$ cat src/rtl/tour_cmd_sequencer.sv
// Replays a solved knight's tour into cmd_proc as vertical/horizontal leg pairs,
// taking the command path away from the UART for the tour's duration.
module tour_cmd_sequencer #(
  parameter int         NUM_MOVES  = 24,
  parameter logic [3:0] OP_MOVE    = 4'h2,
  parameter logic [3:0] OP_FANFARE = 4'h3
) (
  input  logic        clk,
  input  logic        rst,
  input  logic        start_tour,
  input  logic [7:0]  move,
  output logic [4:0]  mv_indx,
  input  logic [15:0] cmd_UART,
  input  logic        cmd_rdy_UART,
  output logic        clr_cmd_rdy_UART,
  output logic [15:0] cmd,
  output logic        cmd_rdy,
  input  logic        clr_cmd_rdy,
  input  logic        send_resp,
  output logic [7:0]  resp,
  output logic        usurp,
  output logic        mv_vert_or_horiz,
  output logic        tour_err
);

  localparam logic [4:0] LAST_INDX = 5'(NUM_MOVES - 1);

  typedef enum logic [2:0] {IDLE, FETCH, VERT, WAIT_V, HORIZ, WAIT_H} state_e;

  state_e      state_q, state_d;
  logic [4:0]  mv_indx_q, mv_indx_d;
  logic        usurp_q, usurp_d;
  logic        vh_q, vh_d;
  logic [15:0] cmd_q, cmd_d;
  logic [15:0] hleg_q, hleg_d;
  logic        cmd_rdy_q, cmd_rdy_d;
  logic        tour_err_q, tour_err_d;

  logic        legal;
  logic        dx_neg, dy_neg;
  logic [1:0]  dx_mag, dy_mag;
  logic [15:0] vleg, hleg;
  logic        load;

  // Move decode: one-hot knight move into signed (dx,dy) offsets
  always_comb begin
    legal  = 1'b1;
    dx_neg = 1'b0;
    dy_neg = 1'b0;
    dx_mag = 2'd0;
    dy_mag = 2'd0;
    case (move)
      8'h01: begin dx_neg = 1'b0; dx_mag = 2'd1; dy_neg = 1'b0; dy_mag = 2'd2; end
      8'h02: begin dx_neg = 1'b1; dx_mag = 2'd1; dy_neg = 1'b0; dy_mag = 2'd2; end
      8'h04: begin dx_neg = 1'b1; dx_mag = 2'd2; dy_neg = 1'b0; dy_mag = 2'd1; end
      8'h08: begin dx_neg = 1'b1; dx_mag = 2'd2; dy_neg = 1'b1; dy_mag = 2'd1; end
      8'h10: begin dx_neg = 1'b1; dx_mag = 2'd1; dy_neg = 1'b1; dy_mag = 2'd2; end
      8'h20: begin dx_neg = 1'b0; dx_mag = 2'd1; dy_neg = 1'b1; dy_mag = 2'd2; end
      8'h40: begin dx_neg = 1'b0; dx_mag = 2'd2; dy_neg = 1'b1; dy_mag = 2'd1; end
      8'h80: begin dx_neg = 1'b0; dx_mag = 2'd2; dy_neg = 1'b0; dy_mag = 2'd1; end
      default: legal = 1'b0;
    endcase
    vleg = {OP_MOVE,    dy_neg ? 8'h7F : 8'h00, 2'b00, dy_mag};
    hleg = {OP_FANFARE, dx_neg ? 8'h3F : 8'hBF, 2'b00, dx_mag};
  end

  always_ff @(posedge clk) begin
    if (rst) begin
      state_q    <= IDLE;
      mv_indx_q  <= 5'd0;
      usurp_q    <= 1'b0;
      vh_q       <= 1'b0;
      cmd_q      <= 16'h0000;
      hleg_q     <= 16'h0000;
      cmd_rdy_q  <= 1'b0;
      tour_err_q <= 1'b0;
    end else begin
      state_q    <= state_d;
      mv_indx_q  <= mv_indx_d;
      usurp_q    <= usurp_d;
      vh_q       <= vh_d;
      cmd_q      <= cmd_d;
      hleg_q     <= hleg_d;
      cmd_rdy_q  <= cmd_rdy_d;
      tour_err_q <= tour_err_d;
    end
  end

  // FETCH gives TourLogic a cycle to look up the move after mv_indx advances
  always_comb begin
    state_d    = state_q;
    mv_indx_d  = mv_indx_q;
    usurp_d    = usurp_q;
    vh_d       = vh_q;
    cmd_d      = cmd_q;
    hleg_d     = hleg_q;
    cmd_rdy_d  = cmd_rdy_q;
    tour_err_d = 1'b0;
    load       = 1'b0;
    case (state_q)
      IDLE:   if (start_tour) load = 1'b1;
      FETCH:  load = 1'b1;
      VERT:   if (clr_cmd_rdy) begin
                cmd_rdy_d = 1'b0;
                state_d   = WAIT_V;
              end
      WAIT_V: if (send_resp) begin
                cmd_d     = hleg_q;
                cmd_rdy_d = 1'b1;
                vh_d      = 1'b1;
                state_d   = HORIZ;
              end
      HORIZ:  if (clr_cmd_rdy) begin
                cmd_rdy_d = 1'b0;
                state_d   = WAIT_H;
              end
      WAIT_H: if (send_resp) begin
                if (mv_indx_q == LAST_INDX) begin
                  mv_indx_d = 5'd0;
                  usurp_d   = 1'b0;
                  vh_d      = 1'b0;
                  state_d   = IDLE;
                end else begin
                  mv_indx_d = mv_indx_q + 5'd1;
                  state_d   = FETCH;
                end
              end
      default: state_d = IDLE;
    endcase
    if (load) begin
      if (legal) begin
        cmd_d     = vleg;
        hleg_d    = hleg;
        cmd_rdy_d = 1'b1;
        vh_d      = 1'b0;
        usurp_d   = 1'b1;
        state_d   = VERT;
      end else begin
        tour_err_d = 1'b1;
        cmd_rdy_d  = 1'b0;
        vh_d       = 1'b0;
        usurp_d    = 1'b0;
        mv_indx_d  = 5'd0;
        state_d    = IDLE;
      end
    end
  end

  always_comb begin
    mv_indx          = mv_indx_q;
    usurp            = usurp_q;
    mv_vert_or_horiz = vh_q;
    tour_err         = tour_err_q;
    if (usurp_q) begin
      cmd              = cmd_q;
      cmd_rdy          = cmd_rdy_q;
      clr_cmd_rdy_UART = 1'b0;
      resp = ((state_q == WAIT_H) && (mv_indx_q == LAST_INDX)) ? 8'hA5 : 8'h5A;
    end else begin
      cmd              = cmd_UART;
      cmd_rdy          = cmd_rdy_UART;
      clr_cmd_rdy_UART = clr_cmd_rdy;
      resp             = 8'hA5;
    end
  end

endmodule

$ cat config.mk
export PLATFORM = sky130hd
export DESIGN_NAME = tour_cmd_sequencer
export DESIGN_NICKNAME = d
export VERILOG_FILES = /design/src/rtl/tour_cmd_sequencer.sv
export SDC_FILE = /design/constraint.sdc
export NUM_CORES = 1
export LEC_CHECK = 0
export ABC_AREA = 1
export CAP_MARGIN = 20
export CORE_MARGIN = 10
export CORE_UTILIZATION = 25
export CTS_CLUSTER_SIZE = 40
export DETAILED_ROUTE_END_ITERATION = 6
export GPL_TIMING_DRIVEN = 0
export PLACE_DENSITY_LB_ADDON = 0.15
export SYNTH_ARGS = -nofsm -noshare
export SYNTH_HDL_FRONTEND = slang
export SYNTH_SLANG_ARGS = --single-unit
export TNS_END_PERCENT = 20
$ cat constraint.sdc
create_clock -name clk -period 2.3 [get_ports clk]
set_input_delay 0.345 -clock clk [delete_from_list [all_inputs] [get_ports clk]]
set_output_delay 0.345 -clock clk [all_outputs]
set_load 0.05 [all_outputs]
==> results of run 1 <==
## logic make-up (layout without fill, tap and decap cells)
family / Yosys count / count (layout)
DFF: 32 / 32
adders and majority gates: 2 / 2
AOI/OAI and AO/OA: 43 / 43
muxes: 1 / 1
and+or+nand+nor: 155 / 155
xor gates and xnor gates: 2 / 2
buffers and inverters: 51 / 121
## metal layers
layer | wire length [um] | vias to the layer above
li1 | - | 1033
met1 | 2420 | 833
met2 | 2350 | 50
met3 | 308 | 6
met4 | 95 | 0
met5 | 0 | -
## sequential cells by signal, indices dropped and copies added, names as in the netlist
name and flops:
tour_err 1, mv_vert_or_horiz 1, cmd_q 16, mv_indx 5
state_q 3, cmd_rdy_q 1, hleg_q 4, usurp 1
## layout by cell type, fill, tap and decap left out, drive strengths merged, types with 3 or more instances in the layout
master	synthesis	layout
clkdlybuf4s15	0	3
nor3	5	5
dfxtp	32	32
inv	37	37
nand3	23	23
o21ai	28	28
a21oi	12	12
clkdlybuf4s50	0	38
nor2	35	35
dlygate4sd2	0	10
nand2	89	89
clkbuf	4	14
buf	9	17
## through the flow
stage / hold slack [ns] / power, mW / utilization (%) / setup slack, ns / area [um2]
after global placement: 0.428 / 0.911 / 36.1 / -0.247 / 2590
after global routing: 0.470 / 1.36 / 36.5 / -0.0635 / 2620
after detailed placement: 0.426 / 0.912 / 36.1 / -0.271 / 2590
after floorplan: 0.410 / 0.786 / - / -0.250 / 1830
final: 0.432 / 1.29 / 36.5 / 0.0784 / 2620
after CTS: 0.436 / 1.31 / 36.8 / 0.00345 / 2640
## critical path, delay by kind of cell, from the launching register on
kind,cells,cell delay [ns]
adders and majority gates,1,0.20
buffers and inverters,2,0.51
DFF,1,0.38
and+or+nand+nor,4,0.52
## area by class of cell
type	count	area share, %
multi-input combinational	203	37.1
sequential	32	24.5
timing repair buffer	63	22.0
inverter	38	5.50
tap	99	4.73
buffer	13	3.20
clock buffer	6	2.77
clock inverter	1	0.191
## worst max path at each step
stage,endpoint,cells past startpoint,start,slack [ns]
finish,resp[1],7,mv_indx[0]$_SDFF_PP0_,0.08
global route,cmd[4],6,usurp$_SDFFE_PP0P_,-0.06
CTS,cmd[15],6,usurp$_SDFFE_PP0P_,0.003
detailed placement,cmd[10],5,usurp$_SDFFE_PP0P_,-0.27
global placement,cmd[10],5,usurp$_SDFFE_PP0P_,-0.25
floorplan,cmd[15],3,usurp$_SDFFE_PP0P_,-0.25
## power breakdown
part           internal [mW]  leakage (nW)  switching, mW
registers              0.566         0.258        0.00728
clock network          0.205        0.0410          0.202
logic                  0.115         0.896          0.196
total                  0.887          1.20          0.405
## timing repair
item | 4_1_cts | 5_1_grt
setup buffers | 0 | 0
gates resized for setup | 40 | 19
endpoints found under the setup margin | 25 | 19
==> flow_summary.json, run 1 <==
{
  "ir_worst_vdd_uv": 149,
  "timing.reg2reg.setup_slack_ns": 0.75,
  "grt.busiest_layer": "met2",
  "wire_per_inst_um": 11.4,
  "synth_top_family_by_area": "simple AND/OR/NAND/NOR gates",
  "synth_cells": 286,
  "synthesis.area_um2": 1820,
  "synth_edf_count": 0,
  "core_area_um2": 7180,
  "synth_area_leaders": "dfxtp_1 (35%), nand2_1 (17%), o21ai_0 (6.3%), nand3_1 (6.0%), inv_1 (5.8%)",
  "crit_chain": "ha_1, nand3_1, nor2_1, nand2_1, nand2_2, inv_1, dlygate4sd2_1",
  "n_antenna_cell": 0,
  "max_clock_freq_ghz": 0.450,
  "place.port_buffers": 63,
  "outcome": "completed",
  "tightest_slew_ns": 0.514,
  "layout.nets": 388,
  "synth_nets": 318,
  "synthMuxAreaShare_pct": 0.549,
  "power_density_nw_per_um2": 494,
  "finalWeightedCongestion": 0.782,
  "grt_pass1_wl_um": 8580,
  "worstReg2RegStart": "state_q[1]$_SDFFE_PP0P_",
  "num_vias": 1922,
  "p_leak_nw": 1.20,
  "cp_data_required_time_ns": 1.96,
  "yosys.area.top_type": "dfxtp_1",
  "ios": 64,
  "met2_usage_pct": 15.2,
  "multi_input_area_um2": 970,
  "die_y_um": 105,
  "grt_pass1_vias": 1812,
  "tritoncts": "yes",
  "synth-seq-cells": 32,
  "synth_xor_area_share_pct": 0.960,
  "critical_path_class": "flop to output pin",
  "worstPathArrival_ns": 1.88,
  "clk_pin_slew_ns": 0.06,
  "grt_usage_pct": 9.33,
  "grt_util_met1_pct": 11.0,
  "antenna_found_initial": 0,
  "yosys_most_used_dff": "dfxtp_1",
  "synth_cell_types": 29,
  "min_period_over_period_pct": 96.6,
  "drt-total-wl_um": 5180,
  "yosysSeqAreaShare_pct": 35.1,
  "clock_latency_ns": 0.29,
  "fin_cells": 455,
  "finalCriticalPeriod_ns": 2.22,
  "grt_overflow_total": 0,
  "cts_hold_buffers": 0,
  "clock-sinks": 32,
  "fillers": 805,
  "dieArea_um2": 11100,
  "min_path_type": "flop to flop",
  "htreeDepth": 2,
  "num_rows": 31,
  "async_flop_share_pct": 0,
  "use_met3_pct": 3.05,
  "numCtsBuffers": 5,
  "min_to": "cmd_q[15]$_SDFF_PP0_",
  "slowest_delay_ns": 0.43,
  "drtIter0Drc": 50,
  "finalHoldViolCount": 0,
  "initial_core_util_pct": 25.4,
  "area_growth_syn_to_layout_pct": 43.4,
  "synth_warnings": 0,
  "worst_setup_path_start_kind": "flop",
  "worst_r2r_path_depth": 7,
  "grt_max_degree": 11,
  "crit_fanout": 5,
  "dr.pass1.iters": 4,
  "synth-simple-area-share_pct": 36.7,
  "synth-compound-area-share_pct": 13.0,
  "clock_skew_ns": 0.00677,
  "synth_top_cell_area_share_pct": 35.1,
  "post-place-cells": 448,
  "clock_path_buffers": 2,
  "tns_ns": 0,
  "cts-root-buf": "clkbuf_8",
  "drv_slew": 0,
  "synthMostInstantiatedCell": "nand2_1",
  "reg2reg_to": "mv_indx[0]$_SDFF_PP0_",
  "synth_commonest_cells": "nand2_1 (82), dfxtp_1 (32), inv_1 (28), nor2_1 (28), o21ai_0 (23)",
  "drive_gt1_share_pct": 18.0,
  "hold_path_depth": 2,
  "die_x_um": 105,
  "dp_hpwl_um": 4150,
  "synthAdderAreaFrac_pct": 1.37,
  "cap_violations": 0,
  "regArea_um2": 641,
  "avgSynthCellArea_um2": 6.38,
  "cp_slowest_cell": "dlygate4sd2_1",
  "setup-violations-final": 0,
  "antenna_left": 0,
  "grt_setup_unrepaired": "true",
  "slew_headroom_pct": 65.6,
  "hold_start": "cmd_q[15]$_SDFF_PP0_",
  "end_kind": "output pin",
  "vias_per_cell": 4.22,
  "route.detailed.drc": 0
}
No activity file was read; power rests on OpenSTA's default activity.
==> run 2, diff against run 1 <==
- ABC_AREA: 1 -> not set
- SETUP_SLACK_MARGIN: not set -> 0.4
==> run 2 against run 1 <==
- flip-flop and latch count did not move
- design area up 5.6%
- hold slack gained 0.022 ns
- register-to-register slack got worse by 0.12 ns
==> flow_summary.json, run 2 <==
{
  "outcome": "completed",
  "synthesis.area_um2": 1750,
  "core_area_um2": 6790,
  "largest_reg_flops": 16,
  "cts_hold_buffers": 0,
  "clock_skew_ns": 0.00539,
  "htreeDepth": 2,
  "die_y_um": 104,
  "ir_worst_vdd_uv": 182,
  "tightest_slew_ns": 0.528,
  "finalHoldViolCount": 0,
  "regMostFlops": "cmd_q",
  "synth_warnings": 0,
  "yosysSeqAreaShare_pct": 36.6,
  "final_area_um2": 2760,
  "synth_area_leaders": "dfxtp_1 (37%), mux2_2 (12%), a21oi_1 (6.9%), nor2_1 (4.1%), o21ai_0 (3.4%)",
  "worst_setup_path_start_kind": "flop",
  "finalCriticalPeriod_ns": 2.00,
  "dp_hpwl_um": 3990,
  "drive_gt1_share_pct": 30.0,
  "synth-seq-cells": 32,
  "grt_pass1_vias": 1723,
  "dr.pass1.iters": 4,
  "antenna_left": 0,
  "grt_setup_unrepaired": "true",
  "placed_cell_area_um2": 2560,
  "whs_ns": 0.455,
  "grt_pass1_wl_um": 8650,
  "synth_top_cell_area_share_pct": 36.6,
  "power_density_nw_per_um2": 467,
  "synth_edf_count": 0,
  "ios": 64,
  "die_x_um": 104,
  "tritoncts": "yes",
  "min_period_over_period_pct": 87.0,
  "clk_pin_slew_ns": 0.07,
  "synth_commonest_cells": "dfxtp_1 (32), a21oi_1 (24), mux2_2 (19), nor2_1 (19), nand2_1 (16)",
  "clock_latency_ns": 0.28,
  "drv_slew": 0,
  "grt_overflow_total": 0,
  "numCtsBuffers": 5,
  "area_growth_syn_to_layout_pct": 57.7,
  "synthMostInstantiatedCell": "dfxtp_1",
  "synth_cell_types": 40,
  "crit_fanout": 5,
  "async_flop_share_pct": 0,
  "vias_per_cell": 4.53,
  "antenna_found_initial": 0,
  "num_rows": 30,
  "initial_core_util_pct": 25.8,
  "yosys.area.top_type": "dfxtp_1",
  "dieArea_um2": 10800,
  "slew_headroom_pct": 64.5,
  "wire_per_inst_um": 13.8,
  "max_clock_freq_ghz": 0.499,
  "route.detailed.drc": 0,
  "grt_usage_pct": 9.65,
  "finalWeightedCongestion": 0.790,
  "mostFrequentLayoutCells": "clkdlybuf4s50_1 (29), dfxtp_1 (26), a21oi_1 (24)",
  "mostFrequentLayoutCell": "clkdlybuf4s50_1",
  "synth_cells": 206,
  "critical_path_class": "flop to output pin",
  "avgSynthCellArea_um2": 8.50,
  "min_path_type": "flop to flop",
  "cts-root-buf": "clkbuf_8",
  "setup-violations-final": 0,
  "end_kind": "output pin",
  "clock-sinks": 32,
  "grt_max_degree": 11,
  "tns_ns": 0,
  "synth_nets": 238,
  "place.port_buffers": 61,
  "clock_path_buffers": 2,
  "p_leak_nw": 1.12,
  "num_vias": 1718,
  "yosys_most_used_dff": "dfxtp_1",
  "cap_violations": 0,
  "n_antenna_cell": 0,
  "cp_data_required_time_ns": 1.96,
  "fillers": 701,
  "drt-total-wl_um": 5240,
  "drtIter0Drc": 64,
  "layout.nets": 314,
  "worstPathArrival_ns": 1.66
}
run 2: power breakdown:
part / switching [mW] / internal, mW
Clock: 0.206 / 0.277
Sequential: 0.00222 / 0.557
Combinational: 0.145 / 0.102
run 2: through the flow:
stage	setup WS (ns)	power, mW	instances	utilization, %
5_1_grt	0.228	1.35	379	40.7
4_1_cts	0.209	1.31	375	39.9
3_3_place_gp	-0.169	0.827	363	37.7
2_1_floorplan	0.271	0.720	206	-
6_report	0.298	1.29	379	40.7
3_5_place_dp	-0.160	0.828	363	37.7
run 2: layout make-up:
class,count,area [um2],share of cell area (%)
Multi-Input combinational cell,153,1070,38.9
Tap cell,96,120,4.35
Timing Repair Buffer,69,662,24.0
Inverter,6,26.3,0.951
Buffer,15,125,4.53
Sequential cell,32,653,23.6
Clock inverter,1,5.00,0.181
Clock buffer,7,97.6,3.53
run 2: worst paths after layout:
check,slack (ns),from,to,cells past startpoint
max,0.30,mv_indx[0]$_SDFF_PP0_,resp[5],8
min,0.45,hleg_q[0]$_SDFFE_PP0P_,hleg_q[0]$_SDFFE_PP0P_,2
max reg2reg,0.63,state_q[2]$_SDFFE_PP0P_,hleg_q[1]$_SDFFE_PP0P_,7
min reg2reg,0.45,hleg_q[0]$_SDFFE_PP0P_,hleg_q[0]$_SDFFE_PP0P_,2
run 2: kinds of logic after synthesis:
family,synth area share (%)
buf+inv,6.29
xor+xnor,3.50
flops,36.6
simple gates,19.4
mux,13.4
compound gates,19.4
fa+ha+maj,1.43
run 2: worst max-delay path, cell delays in order, from the launching register on:
cell and delay, ns:
dfxtp_4 0.36, ha_4 0.15, nand3_4 0.08, nor2_4 0.11
nand2_2 0.06, o21a_4 0.22, clkinvlp_4 0.14, buf_8 0.11
buf_8 0.13
run 2: layer usage:
layer / GRT usage (%) / part of all wire, % / up-vias
met3: 2.29 / 3.6 / 2
met4: 3.28 / 0.90 / 0
li1: - / - / 886
met5: 0 / 0 / -
met2: 16.5 / 51 / 37
met1: 11.5 / 44 / 793
run 2: timing repair:
item                                    in CTS  in global routing
setup buffers                                4                  4
resized for setup                           85                 28
endpoints found under the setup margin      42                 51
pin swaps                                    3                  3
